$ cat config.mk
export PLATFORM = sky130hd
export DESIGN_NAME = controlador_fechadura_flat
export DESIGN_NICKNAME = d
export VERILOG_FILES = /design/src/rtl/controlador_fechadura_if.sv /design/src/rtl/controlador_fechadura.sv /design/src/flat_wrapper.sv
export SDC_FILE = /design/constraint.sdc
export NUM_CORES = 1
export LEC_CHECK = 0
export CORE_ASPECT_RATIO = 1.1
export CORE_MARGIN = 2
export CORE_UTILIZATION = 56
export CTS_CLUSTER_SIZE = 24
export DETAILED_ROUTE_END_ITERATION = 10
export GPL_TIMING_DRIVEN = 0
export PLACE_DENSITY = 0.73
export SETUP_SLACK_MARGIN = 0.3
export SYNTH_ARGS = -nofsm -noshare
export SYNTH_HDL_FRONTEND = slang
export SYNTH_SLANG_ARGS = --single-unit
$ cat constraint.sdc
create_clock -name clk -period 5 [get_ports clk]
set_input_delay 1 -clock clk [delete_from_list [all_inputs] [get_ports clk]]
set_output_delay 1 -clock clk [all_outputs]
set_load 0.05 [all_outputs]
$ cat src/rtl/controlador_fechadura_if.sv
// Keypad-side bundle of the DigiLock verification controller.
// The master drives keys and programming requests; the slave reports comparison and lock status.
interface controlador_fechadura_if;
   logic       tecla_valida;
   logic [3:0] tecla;
   logic       programar;
   logic       comparacao;
   logic       comp_valido;
   logic       destrava;
   logic       erro;
   logic       bloqueado;
   logic       programando;
   logic [1:0] tentativas;

   modport master (
      output tecla_valida, tecla, programar,
      input  comparacao, comp_valido, destrava, erro, bloqueado, programando, tentativas
   );

   modport slave (
      input  tecla_valida, tecla, programar,
      output comparacao, comp_valido, destrava, erro, bloqueado, programando, tentativas
   );
endinterface

$ cat src/rtl/controlador_fechadura.sv
// DigiLock sequencing controller: per-digit password comparison, unlock/error/lockout
// decisions and password reprogramming while the lock is open.
//
// state    | meaning
// OCIOSO   | idle, waiting for the first digit of a code
// COLETA   | collecting code digits, inactivity timer running
// VERIFICA | one cycle to judge the complete code
// ERRO     | one cycle, erro pulse
// ABERTO   | lock open for T_ABERTO cycles, programar accepted
// PROGRAMA | shifting a new password into the shadow register
// BLOQUEIO | lockout for T_BLOQUEIO cycles, keys ignored
module controlador_fechadura #(
   parameter int                        NUM_DIGITOS    = 4,
   parameter int                        MAX_TENTATIVAS = 3,
   parameter int                        T_ABERTO       = 50,
   parameter int                        T_BLOQUEIO     = 200,
   parameter int                        T_INATIVO      = 100,
   parameter logic [4*NUM_DIGITOS-1:0]  SENHA_INICIAL  = 16'h1234
) (
   input logic                      clk,
   input logic                      rst,
   controlador_fechadura_if.slave   bus
);
   localparam int SW    = 4*NUM_DIGITOS;
   localparam int T_MAX = (T_BLOQUEIO > T_ABERTO) ?
                          ((T_BLOQUEIO > T_INATIVO) ? T_BLOQUEIO : T_INATIVO) :
                          ((T_ABERTO > T_INATIVO) ? T_ABERTO : T_INATIVO);
   localparam int TW    = $clog2(T_MAX + 1);
   localparam int IW    = $clog2(NUM_DIGITOS + 1);

   localparam logic [IW-1:0] ULTIMO      = IW'(NUM_DIGITOS - 1);
   localparam logic [TW-1:0] CARGA_ABRE  = TW'(T_ABERTO);
   localparam logic [TW-1:0] CARGA_BLOQ  = TW'(T_BLOQUEIO);
   localparam logic [TW-1:0] CARGA_INAT  = TW'(T_INATIVO);
   localparam logic [1:0]    MAX_T       = 2'(MAX_TENTATIVAS);

   typedef enum logic [2:0] {
      OCIOSO, COLETA, VERIFICA, ERRO, ABERTO, PROGRAMA, BLOQUEIO
   } estado_t;

   estado_t       estado_q;
   logic [SW-1:0] senha_q, sombra_q;
   logic [IW-1:0] idx_q;
   logic [TW-1:0] timer_q;
   logic [1:0]    tent_q;
   logic          acerto_q;
   logic          comparacao_q, comp_valido_q, destrava_q, erro_q, bloqueado_q, programando_q;

   logic          aceita_d, casa_d;
   logic [1:0]    tent_d;
   logic [3:0]    digito_d;

   always_comb begin
      digito_d = senha_q[(NUM_DIGITOS - 1 - int'(idx_q))*4 +: 4];
      casa_d   = (bus.tecla == digito_d);
      aceita_d = bus.tecla_valida && (bus.tecla <= 4'd9) &&
                 (estado_q == OCIOSO || estado_q == COLETA || estado_q == PROGRAMA);
      tent_d   = (tent_q == MAX_T) ? tent_q : tent_q + 2'd1;
   end

   always_ff @(posedge clk or posedge rst) begin
      if (rst) begin
         estado_q      <= OCIOSO;
         senha_q       <= SENHA_INICIAL;
         sombra_q      <= '0;
         idx_q         <= '0;
         timer_q       <= '0;
         tent_q        <= '0;
         acerto_q      <= 1'b1;
         comparacao_q  <= 1'b0;
         comp_valido_q <= 1'b0;
         destrava_q    <= 1'b0;
         erro_q        <= 1'b0;
         bloqueado_q   <= 1'b0;
         programando_q <= 1'b0;
      end else begin
         comp_valido_q <= 1'b0;
         erro_q        <= 1'b0;
         case (estado_q)
            OCIOSO, COLETA: begin
               // idx/acerto sit at 0/1 in OCIOSO, so both states share the digit path
               if (aceita_d) begin
                  comp_valido_q <= 1'b1;
                  comparacao_q  <= casa_d;
                  acerto_q      <= acerto_q & casa_d;
                  timer_q       <= CARGA_INAT;
                  if (idx_q == ULTIMO) begin
                     idx_q    <= '0;
                     estado_q <= VERIFICA;
                  end else begin
                     idx_q    <= idx_q + 1'b1;
                     estado_q <= COLETA;
                  end
               end else if (estado_q == COLETA) begin
                  if (timer_q <= 1) begin
                     estado_q <= OCIOSO;
                     idx_q    <= '0;
                     acerto_q <= 1'b1;
                  end else begin
                     timer_q <= timer_q - 1'b1;
                  end
               end
            end
            VERIFICA: begin
               acerto_q <= 1'b1;
               if (acerto_q) begin
                  estado_q   <= ABERTO;
                  tent_q     <= '0;
                  destrava_q <= 1'b1;
                  timer_q    <= CARGA_ABRE;
               end else begin
                  tent_q <= tent_d;
                  if (tent_d == MAX_T) begin
                     estado_q    <= BLOQUEIO;
                     bloqueado_q <= 1'b1;
                     timer_q     <= CARGA_BLOQ;
                  end else begin
                     estado_q <= ERRO;
                     erro_q   <= 1'b1;
                  end
               end
            end
            ERRO: estado_q <= OCIOSO;
            ABERTO: begin
               if (bus.programar) begin
                  estado_q      <= PROGRAMA;
                  destrava_q    <= 1'b0;
                  programando_q <= 1'b1;
                  timer_q       <= CARGA_INAT;
                  idx_q         <= '0;
               end else if (timer_q <= 1) begin
                  estado_q   <= OCIOSO;
                  destrava_q <= 1'b0;
               end else begin
                  timer_q <= timer_q - 1'b1;
               end
            end
            PROGRAMA: begin
               if (aceita_d) begin
                  sombra_q <= {sombra_q[SW-5:0], bus.tecla};
                  timer_q  <= CARGA_INAT;
                  if (idx_q == ULTIMO) begin
                     senha_q       <= {sombra_q[SW-5:0], bus.tecla};
                     estado_q      <= OCIOSO;
                     programando_q <= 1'b0;
                     idx_q         <= '0;
                  end else begin
                     idx_q <= idx_q + 1'b1;
                  end
               end else if (timer_q <= 1) begin
                  estado_q      <= OCIOSO;
                  programando_q <= 1'b0;
                  idx_q         <= '0;
               end else begin
                  timer_q <= timer_q - 1'b1;
               end
            end
            BLOQUEIO: begin
               if (timer_q <= 1) begin
                  estado_q    <= OCIOSO;
                  bloqueado_q <= 1'b0;
                  tent_q      <= '0;
               end else begin
                  timer_q <= timer_q - 1'b1;
               end
            end
            default: estado_q <= OCIOSO;
         endcase
      end
   end

   assign bus.comparacao  = comparacao_q;
   assign bus.comp_valido = comp_valido_q;
   assign bus.destrava    = destrava_q;
   assign bus.erro        = erro_q;
   assign bus.bloqueado   = bloqueado_q;
   assign bus.programando = programando_q;
   assign bus.tentativas  = tent_q;
endmodule

$ cat src/flat_wrapper.sv
// flat-port wrapper written by rule: the top's interface ports become plain ports
module controlador_fechadura_flat 
#(
   parameter int                        NUM_DIGITOS    = 4,
   parameter int                        MAX_TENTATIVAS = 3,
   parameter int                        T_ABERTO       = 50,
   parameter int                        T_BLOQUEIO     = 200,
   parameter int                        T_INATIVO      = 100,
   parameter logic [4*NUM_DIGITOS-1:0]  SENHA_INICIAL  = 16'h1234
)
  (clk, rst, bus_tecla_valida, bus_tecla, bus_programar, bus_comparacao, bus_comp_valido, bus_destrava, bus_erro, bus_bloqueado, bus_programando, bus_tentativas);
  controlador_fechadura_if bus_i ();
  input logic clk;
  input logic rst;
  input wire logic [$bits(bus_i.tecla_valida)-1:0] bus_tecla_valida;
  input wire logic [$bits(bus_i.tecla)-1:0] bus_tecla;
  input wire logic [$bits(bus_i.programar)-1:0] bus_programar;
  output wire logic [$bits(bus_i.comparacao)-1:0] bus_comparacao;
  output wire logic [$bits(bus_i.comp_valido)-1:0] bus_comp_valido;
  output wire logic [$bits(bus_i.destrava)-1:0] bus_destrava;
  output wire logic [$bits(bus_i.erro)-1:0] bus_erro;
  output wire logic [$bits(bus_i.bloqueado)-1:0] bus_bloqueado;
  output wire logic [$bits(bus_i.programando)-1:0] bus_programando;
  output wire logic [$bits(bus_i.tentativas)-1:0] bus_tentativas;
  assign bus_i.tecla_valida = bus_tecla_valida;
  assign bus_i.tecla = bus_tecla;
  assign bus_i.programar = bus_programar;
  assign bus_comparacao = bus_i.comparacao;
  assign bus_comp_valido = bus_i.comp_valido;
  assign bus_destrava = bus_i.destrava;
  assign bus_erro = bus_i.erro;
  assign bus_bloqueado = bus_i.bloqueado;
  assign bus_programando = bus_i.programando;
  assign bus_tentativas = bus_i.tentativas;
  controlador_fechadura #(.NUM_DIGITOS(NUM_DIGITOS), .MAX_TENTATIVAS(MAX_TENTATIVAS), .T_ABERTO(T_ABERTO), .T_BLOQUEIO(T_BLOQUEIO), .T_INATIVO(T_INATIVO), .SENHA_INICIAL(SENHA_INICIAL)) u_core (.clk(clk), .rst(rst), .bus(bus_i));
endmodule
# Word-level counts from Yosys, hierarchy flattened
# Index checks and enable logic that the tools add are counted.
# word_totals
memories	0
ramBits	0
rom_bits	0
output_inout_bits	8
wordCells	113
latch_bits	0
reg_bits	51
# op_classes
bitwise	1
n_eq_ne	20
mux	49
n_lt_le_gt_ge	2
multipliers	0
n_reduce_logical	23
shifts	1
n_addsub	4
div_mod_pow	0
# op_table
op	n
two-way mux 8 bit	7
two-way mux 3 bit	14
case mux 8 bit (5 select lines)	1
indexed part select 16 x 32 -> 4 bit	1
two-way mux 1 bit	16
case mux 3 bit (5 select lines)	1
AND reduction 3 bit	5
== test 3 bit, second input constant	3
!= test 3 x 1 -> 1 bit, second input constant	3
case mux 3 bit (3 select lines)	1
<= comparator 8 x 1 -> 1 bit, second input constant	1
two-way mux 2 bit	4
case mux 1 bit (2 select lines)	4
AND reduction 2 bit	4
AND reduction 4 bit	2
nonzero test 2 bit	4
subtractor 8 x 1 -> 8 bit, second input constant	1
== test 3 x 2 -> 1 bit, second input constant	2
!= test 2 x 1 -> 1 bit, second input constant	3
!= test 3 x 2 -> 1 bit, second input constant	2
nonzero test 5 bit	1
== test 2 bit, second input constant	2
== test 4 bit	1
<= comparator 4 bit, second input constant	1
13 further kinds	16

# Depth between registers and ports, before layout
# Gate-level depths: netlist of run 1.
# depth
ltp_word	6
depth_mapped	8
depth_no_buf	7

# Least setup slack after synthesis of run 1
# No wires, ideal clock.
# synth_path
path_type	in2reg
from	input bus_tecla[1]
to	register u_core.senha_q[15]
n_path_buf	2
arrival_time_ps	2473
required_ps	4875
stages	7
setup_slack_ps	2402
cell_sequence	o21ai_2 > nand2_2 > or3_4 > or2_1 > buf_6 > buf_8 > mux2_4
# synth_via
elab_chain_len	4
# synth_rtl
item	line	text
start: declaration	flat_wrapper.sv:16	input wire logic [$bits(bus_i.tecla)-1:0] bus_tecla;
<= comparator 4 bit	controlador_fechadura.sv:56	aceita_d = bus.tecla_valida && (bus.tecla <= 4'd9) &&
logical AND 1 bit (2 in a row)	controlador_fechadura.sv:56	
AND reduction 3 bit (no source line)	--	
end signal: assignment	controlador_fechadura.sv:143	senha_q <= {sombra_q[SW-5:0], bus.tecla};
end: declaration	controlador_fechadura.sv:42	logic [SW-1:0] senha_q, sombra_q;
# Every way passes these cells.
# A chain may end at the register's enable or synchronous reset.

# Worst setup path after layout of run 1
# layout_path
from	input bus_tecla[1]
to	register u_core.senha_q[6]
# The elaborated chain is that of the path after synthesis.

==> results of run 1 <==
cell families after synthesis:
kind of cell	count (synthesis)	synth area share
compound gates	58	0.146
fa+ha+maj	3	0.0139
buf+inv	24	0.0407
simple gates	70	0.139
flops	51	0.475
mux	36	0.179
xor+xnor	2	0.00648
per-layer routing:
layer | vias up | GRT usage | wire (um)
met5 | - | 0 | 0
met4 | 0 | 0.0769 | 66
met3 | 7 | 0.0315 | 204
met2 | 52 | 0.334 | 2510
met1 | 984 | 0.312 | 2650
li1 | 950 | - | -
placed cells by master (no fill, tap or decap), drive strengths merged, types with 2 or more instances in the layout:
master | synthesis | routed
nor3 | 5 | 5
mux2 | 29 | 29
buf | 3 | 4
ha | 3 | 3
o221ai | 3 | 3
o2bb2ai | 2 | 2
nand2 | 16 | 16
nand3 | 4 | 4
a21oi | 10 | 10
o21ai | 19 | 19
nor4b | 2 | 2
nor2b | 4 | 4
xnor2 | 2 | 2
mux4 | 4 | 4
a21boi | 2 | 2
inv | 13 | 14
dfstp | 6 | 6
dfrtp | 45 | 45
a31oi | 2 | 2
o22a | 2 | 2
a22o | 3 | 3
clkbuf | 8 | 14
a311oi | 2 | 2
or3 | 3 | 3
nand2b | 5 | 5
nor4 | 2 | 2
clkdlybuf4s50 | 0 | 15
nand4b | 4 | 4
nor2 | 20 | 20
mux2i | 3 | 3
worst paths after layout:
path | startpoint | endpoint | slack [ns] | cells past startpoint
setup / recovery | bus_tecla[1] | u_core.senha_q[6]$_DFFE_PP0P_ | 1.97 | 8
hold / removal | u_core.senha_q[10]$_DFFE_PP0P_ | u_core.senha_q[10]$_DFFE_PP0P_ | 0.51 | 1
setup reg to reg | u_core.idx_q[0]$_DFFE_PP0P_ | u_core.bus.comparacao$_DFFE_PP0P_ | 2.69 | 6
hold reg to reg | u_core.senha_q[10]$_DFFE_PP0P_ | u_core.senha_q[10]$_DFFE_PP0P_ | 0.51 | 1
max in group asynchronous | rst | u_core.senha_q[9]$_DFFE_PP1P_ | 3.46 | 3
min in group asynchronous | rst | u_core.bus.erro$_DFF_PP0_ | 0.97 | 2
sequential cells by signal, indices dropped and copies added, names as in the netlist, 2 cells and up:
register               cells
u_core.senha_q            16
u_core.sombra_q           12
u_core.timer_q             8
u_core.estado_q            3
u_core.idx_q               3
u_core.bus.tentativas      2
stage by stage:
| stage | utilization | setup slack, ns |
|---|---|---|
| after floorplan | - | 2.40 |
| after global placement | 0.629 | 1.66 |
| after detailed placement | 0.633 | 1.63 |
| after CTS | 0.657 | 1.96 |
| after global routing | 0.657 | 1.87 |
| final | 0.657 | 1.97 |
layout make-up:
cell class                      count  share of cell area
Buffer                             11              0.0201
Clock buffer                        6              0.0237
Clock inverter                      2              0.0127
Inverter                           13              0.0160
Multi-Input combinational cell    169               0.429
Sequential cell                    51               0.420
Tap cell                           56              0.0229
Timing Repair Buffer               16              0.0557
critical path: cells and delay by family:
| family | cells | cell delay [ns] |
|---|---|---|
| buffers and inverters | 3 | 0.82 |
| and+or+nand+nor | 3 | 0.77 |
| AOI/OAI and AO/OA | 1 | 0.33 |
| muxes | 1 | 0.30 |
power by group through the flow:
stage | sequential, mW | clock, mW | combinational, mW
floorplan | 0.709 | 0 | 0.469
global route | 0.719 | 0.310 | 0.703
detailed placement | 0.706 | 0 | 0.632
finish | 0.695 | 0.290 | 0.637
CTS | 0.696 | 0.294 | 0.638
global placement | 0.697 | 0 | 0.616
==> flow_summary.yaml, run 1 <==
global_routing:
  grt_pass1_wl_mm: 9.45
  antenna_found_initial: 0
  grt_pass1_vias: 1955
  grt_start_max_net_pins: 38
  grt_use_total: 0.217
  grt_overflow_total: 0
detailed_routing:
  ant_nets: 0
  post-route-drc-count: 0
  vias: 1993
  drt-pass1-iter-count: 4
  via_per_inst: 6.15
  drt_wl_total_mm: 5.43
  drtIter0Drc: 140
  wl_per_cell_um: 16.8
sta:
  rsz0062_at_grt: "no"
  skew_ns: 0.00685
  timing.final.crit_share: 0.606
  clock.fmax_mhz: 330
  hold_slack_ns: 0.509
  hold_violations: 0
  finalSetupViolCount: 0
  timing.setup.tns_ns: 0
  worstMarginPinSlew_ns: 0.621
  maxSlewHeadroom: 0.586
  min_period_ns: 3.03
  finalMaxSlewViolations: 0
final_layout:
  fin_area_um2: 3060
  stdcell_count: 324
  multiInputGateArea_um2: 1310
  syn2layout_area_growth_pct: 13.0
  nets: 278
  n_fill_cell: 379
  drive_gt1_frac: 0.209
  regArea_um2: 1280
  antenna_cells: 0
logic_synthesis:
  yosysUniqueCellTypes: 54
  syn-instance-count: 244
  synth_edf_count: 0
  yosysMostFrequentCell: "dfrtp_1"
  ys_seq_area_frac: 0.475
  syn_area_per_cell_um2: 11.1
  synth_top_area_cell: "dfrtp_1"
  yosys-top-cells-count: "dfrtp_1 (45), nor2_1 (20), mux2_2 (19), o21ai_0 (18), nand2_1 (15)"
  synth_ff_type: "dfrtp_1"
  synth_area_um2: 2710
  syn_nets: 255
  synthTopCellsByArea: "dfrtp_1 (42%), mux2_2 (7.9%), dfstp_2 (5.8%)"
  async_flop_share: 1.00
  synth.ff_latch_count: 51
  yosysWarningCount: 0
  synth_top_area_share: 0.416
floorplanning:
  fp-row-count: 26
  die_area_um2: 5400
  die_y_um: 76.9
  start_util: 0.581
  core_um2: 4650
  die_w_um: 70.3
  io_pins: 16
placed_design:
  postPlaceCellArea_um2: 2950
  place_congestion: 0.936
  hpwl_mm: 3.83
  port_buffers: 15
  placedCellCount: 316
cts:
  worstSkewPairLatency_ns: 0.30
  cts_max_path_buffers: 2
  clk_pin_slew_worst_paths_ns: 0.09
  postCtsHoldBufs: 0
  post-cts-setup-buffers: 0
  root_buffer: "clkbuf_8"
  tritoncts: "done"
  clock-sinks: 51
  htree_levels: 2
  cts-resized-gates: 0
  numCtsBuffers: 5
power:
  vdd_drop_max_mv: 0.290
  p_int_mw: 1.04
  p_sw_mw: 0.584
  swShare: 0.360
  seqPwrFrac: 0.428
  clkPwrFrac: 0.179
  p_leak_nw: 1.37
  combinationalPowerShare: 0.393
  finalPower_mw: 1.62
  p_per_area_nw_per_um2: 531
critical_path:
  crit_type: "in -> reg"
  arrival_ns: 3.23
  worstPathRequired_ns: 5.20
  critical_path.cell_chain: "clkdlybuf4s50_1 > o21ai_2 > nand2_2 > or3_4 > or2_1 > buf_6 > buf_8 > mux2_4"
  slowest_stage: "clkdlybuf4s50_1"
  cp-start-kind: "primary input"
  worstPathMaxFanout: 10
  end_kind: "flip-flop"
  critPathMaxStageDelay_ns: 0.52
run_status:
  outcome: "finished clean"
run:
  timing.max_cap.violations: 0
min_path:
  hold_class: "reg -> reg"
No activity file was read; power rests on OpenSTA's default activity.
==> run 2: changes to the inputs <==
==> constraint.sdc (replaced) <==
create_clock -name clk -period 3.1 [get_ports clk]
set_input_delay 0.62 -clock clk [delete_from_list [all_inputs] [get_ports clk]]
set_output_delay 0.62 -clock clk [all_outputs]
set_load 0.05 [all_outputs]
==> results of run 2 <==
The final DEF is identical to that of run 1. Status: finished clean.
Main changes from that run: setup slack after placement 1.63 ns -> 0.112 ns; setup slack after layout 1.97 ns -> 0.451 ns; register-to-register setup slack 2.69 ns -> 0.79 ns; total power 1.62 mW -> 2.62 mW; worst IR drop on VDD 0.290 mV -> 0.468 mV
==> run 3: changes to the inputs <==
--- a/config.mk
+++ b/config.mk
@@ -5,12 +5,14 @@
 export SDC_FILE = /design/constraint.sdc
 export NUM_CORES = 1
 export LEC_CHECK = 0
+export ABC_AREA = 1
 export CORE_ASPECT_RATIO = 1.1
 export CORE_MARGIN = 2
 export CORE_UTILIZATION = 56
 export CTS_CLUSTER_SIZE = 24
 export DETAILED_ROUTE_END_ITERATION = 10
 export GPL_TIMING_DRIVEN = 0
+export MAX_ROUTING_LAYER = met4
 export PLACE_DENSITY = 0.73
 export SETUP_SLACK_MARGIN = 0.3
 export SYNTH_ARGS = -nofsm -noshare
==> flow_summary.yaml, run 3 <==
min_path:
  hold_depth: 2
  hold_end: "u_core.senha_q[10]$_DFFE_PP0P_"
  hold_start: "u_core.sombra_q[6]$_DFFE_PP0N_"
  hold_class: "reg -> reg"
placed_design:
  place_congestion: 0.912
  pre_cts_ws_ns: 0.545
  postPlaceCellArea_um2: 2980
  port_buffers: 15
  hpwl_mm: 4.18
sta:
  hold_violations: 0
  skew_ns: 0.00975
  finalMaxSlewViolations: 0
  clock.fmax_mhz: 444
  min_period_ns: 2.25
  hold_slack_ns: 0.492
  maxSlewHeadroom: 0.670
  timing.final.crit_share: 0.726
  rsz0062_at_grt: "no"
  timing.setup.tns_ns: 0
  finalSetupViolCount: 0
  fin_ws_ns: 0.849
  worstMarginPinSlew_ns: 0.494
logic_synthesis:
  synthTopCellsByArea: "dfrtp_1 (41%), nand2_1 (13%), inv_1 (7.1%)"
  synth_xor_area_frac: 0.0160
  syn-instance-count: 344
  synth_fa_ha_area_frac: 0.0137
  synth_top_area_cell: "dfrtp_1"
  yosysMostFrequentCell: "nand2_1"
  synth_ff_type: "dfrtp_1"
  yosys-top-cells-count: "nand2_1 (93), inv_1 (52), dfrtp_1 (45), nor2_1 (31), nand3_1 (25)"
  synth-simple-area-share: 0.275
  synth_compound_area_frac: 0.132
  synth_top_family_by_area: "simple AND/OR/NAND/NOR gates"
  synth_top_area_share: 0.410
  syn_area_per_cell_um2: 7.98
  async_flop_share: 1.00
  synth.ff_latch_count: 51
  ys_seq_area_frac: 0.468
  synth_area_um2: 2740
  synthMuxAreaShare: 0
  yosysUniqueCellTypes: 33
  synth_edf_count: 0
  syn_nets: 355
  yosysWarningCount: 0
global_routing:
  met2_usage: 0.380
  met1_usage: 0.294
  antenna_found_initial: 0
  grt.busiest_layer: "met2"
  grt_pass1_vias: 2160
  grt.met3_usage: 0.0416
  grt_overflow_total: 0
  grt_pass1_wl_mm: 9.90
  grt_start_max_net_pins: 40
  grt_use_total: 0.234
cts:
  cts_max_path_buffers: 2
  post-cts-setup-buffers: 0
  tritoncts: "done"
  clk_pin_slew_worst_paths_ns: 0.09
  cts-resized-gates: 0
  clock-sinks: 51
  root_buffer: "clkbuf_8"
  numCtsBuffers: 5
  htree_levels: 2
  postCtsHoldBufs: 0
  worstSkewPairLatency_ns: 0.30
final_layout:
  largest_register: "u_core.senha_q"
  antenna_cells: 0
  final_common_cell: "nand2_1"
  fin_area_um2: 3090
  drive_gt1_frac: 0.128
  largest_reg_flops: 16
  reg_top3: "u_core.senha_q: 16 flops, u_core.sombra_q: 12 flops, u_core.timer_q: 8 flops"
  nets: 378
  final_cell_mix: "nand2_1 (93), inv_1 (51), dfrtp_1 (45), nor2_1 (31), nand3_1 (25)"
  fin_util: 0.660
  syn2layout_area_growth_pct: 12.6
detailed_routing:
  drt_wl_total_mm: 5.78
  vias: 2241
  ant_nets: 0
  via_per_inst: 5.29
  post-route-drc-count: 0
  drt-pass1-iter-count: 4
  drtIter0Drc: 174
  wl_per_cell_um: 13.6
critical_path:
  r2r_slack_ns: 1.24
  worstReg2RegStart: "u_core.timer_q[0]$_DFFE_PP0P_"
  worstPathRequired_ns: 3.29
  startpoint: "bus_tecla[2]"
  end_kind: "flip-flop"
  crit_type: "in -> reg"
  worstPathMaxFanout: 8
  reg2reg_to: "u_core.timer_q[6]$_DFFE_PP0P_"
  r2r_cells: 11
  cp-start-kind: "primary input"
  arrival_ns: 2.44
power:
  swShare: 0.428
  clkPwrFrac: 0.151
  combinationalPowerShare: 0.470
  p_per_area_nw_per_um2: 975
  p_sw_mw: 1.29
  p_leak_nw: 1.63
  vdd_drop_max_mv: 0.545
  p_int_mw: 1.72
  seqPwrFrac: 0.379
floorplanning:
  core_um2: 4680
  io_pins: 16
  die_area_um2: 5480
  die_y_um: 77.4
  die_w_um: 70.7
  start_util: 0.586
  fp-row-count: 26
run:
  timing.max_cap.violations: 0
run_status:
  outcome: "finished clean"
## run 3: changes by cell type in the layout (fill, tap and decap cells not counted), moves of 11 or more
cell / previous run / this run
nand3_1: 4 / 25
nand2_1: 15 / 93
nor2_1: 20 / 31
mux2_2: 19 / 0
inv_1: 12 / 51
o21ai_2: 1 / 14
## run 3: cell type report
cell class,instances,area (um^2)
inverters,55,206
fillers,406,1590
multi-input cells,231,1200
clock inverters,1,30.0
repair buffers,16,170
clock buffers,7,76.3
flip-flops and latches,51,1280
well taps,56,70.1
plain buffers,7,57.6
## run 3: critical path, stage by stage
cell	delay, ns
clkdlybuf4s50_1	0.51
o21ai_0	0.35
nand2_1	0.17
nand4_1	0.20
nand2_1	0.14
nor2_4	0.19
nand2_1	0.11
o22a_1	0.16
## run 3: through the flow
stage | power [mW] | cells
floorplan | 2.23 | 344
global placement | 2.52 | 415
detailed placement | 2.56 | 416
CTS | 3.03 | 424
global route | 3.27 | 424
finish | 3.01 | 424
## run 3: kinds of logic (layout without fill, tap and decap cells)
group                    after synthesis  in the layout
flip-flops                            51             51
adder cells (fa/ha/maj)                3              3
XOR/XNOR                               5              5
AND/OR/NAND/NOR                      166            166
AO/OA/AOI/OAI                         57             57
buffers and inverters                 62             86
## run 3: power by group through the flow
stage / registers, mW / clock network [mW] / logic (mW)
floorplan: 1.23 / 0 / 1.00
global placement: 1.14 / 0 / 1.37
detailed placement: 1.15 / 0 / 1.41
CTS: 1.14 / 0.473 / 1.42
global route: 1.17 / 0.497 / 1.60
finish: 1.14 / 0.456 / 1.42
## run 3: worst max path at each step
stage                                        to  depth (start not counted)
3_3_place_gp     u_core.senha_q[15]$_DFFE_PP0P_                          2
3_5_place_dp      u_core.timer_q[4]$_DFFE_PP0P_                          8
6_report          u_core.timer_q[4]$_DFFE_PP0P_                          8
5_1_grt           u_core.timer_q[1]$_DFFE_PP0P_                          9
4_1_cts           u_core.timer_q[4]$_DFFE_PP0P_                          8
2_1_floorplan  u_core.bus.bloqueado$_DFFE_PP0P_                          1
## run 3: metal layers
layer  wire [um]  up-vias
li1            -     1140
met1        2500     1028
met2        2880       60
met3         267       13
met4         128        0
met5           0        -
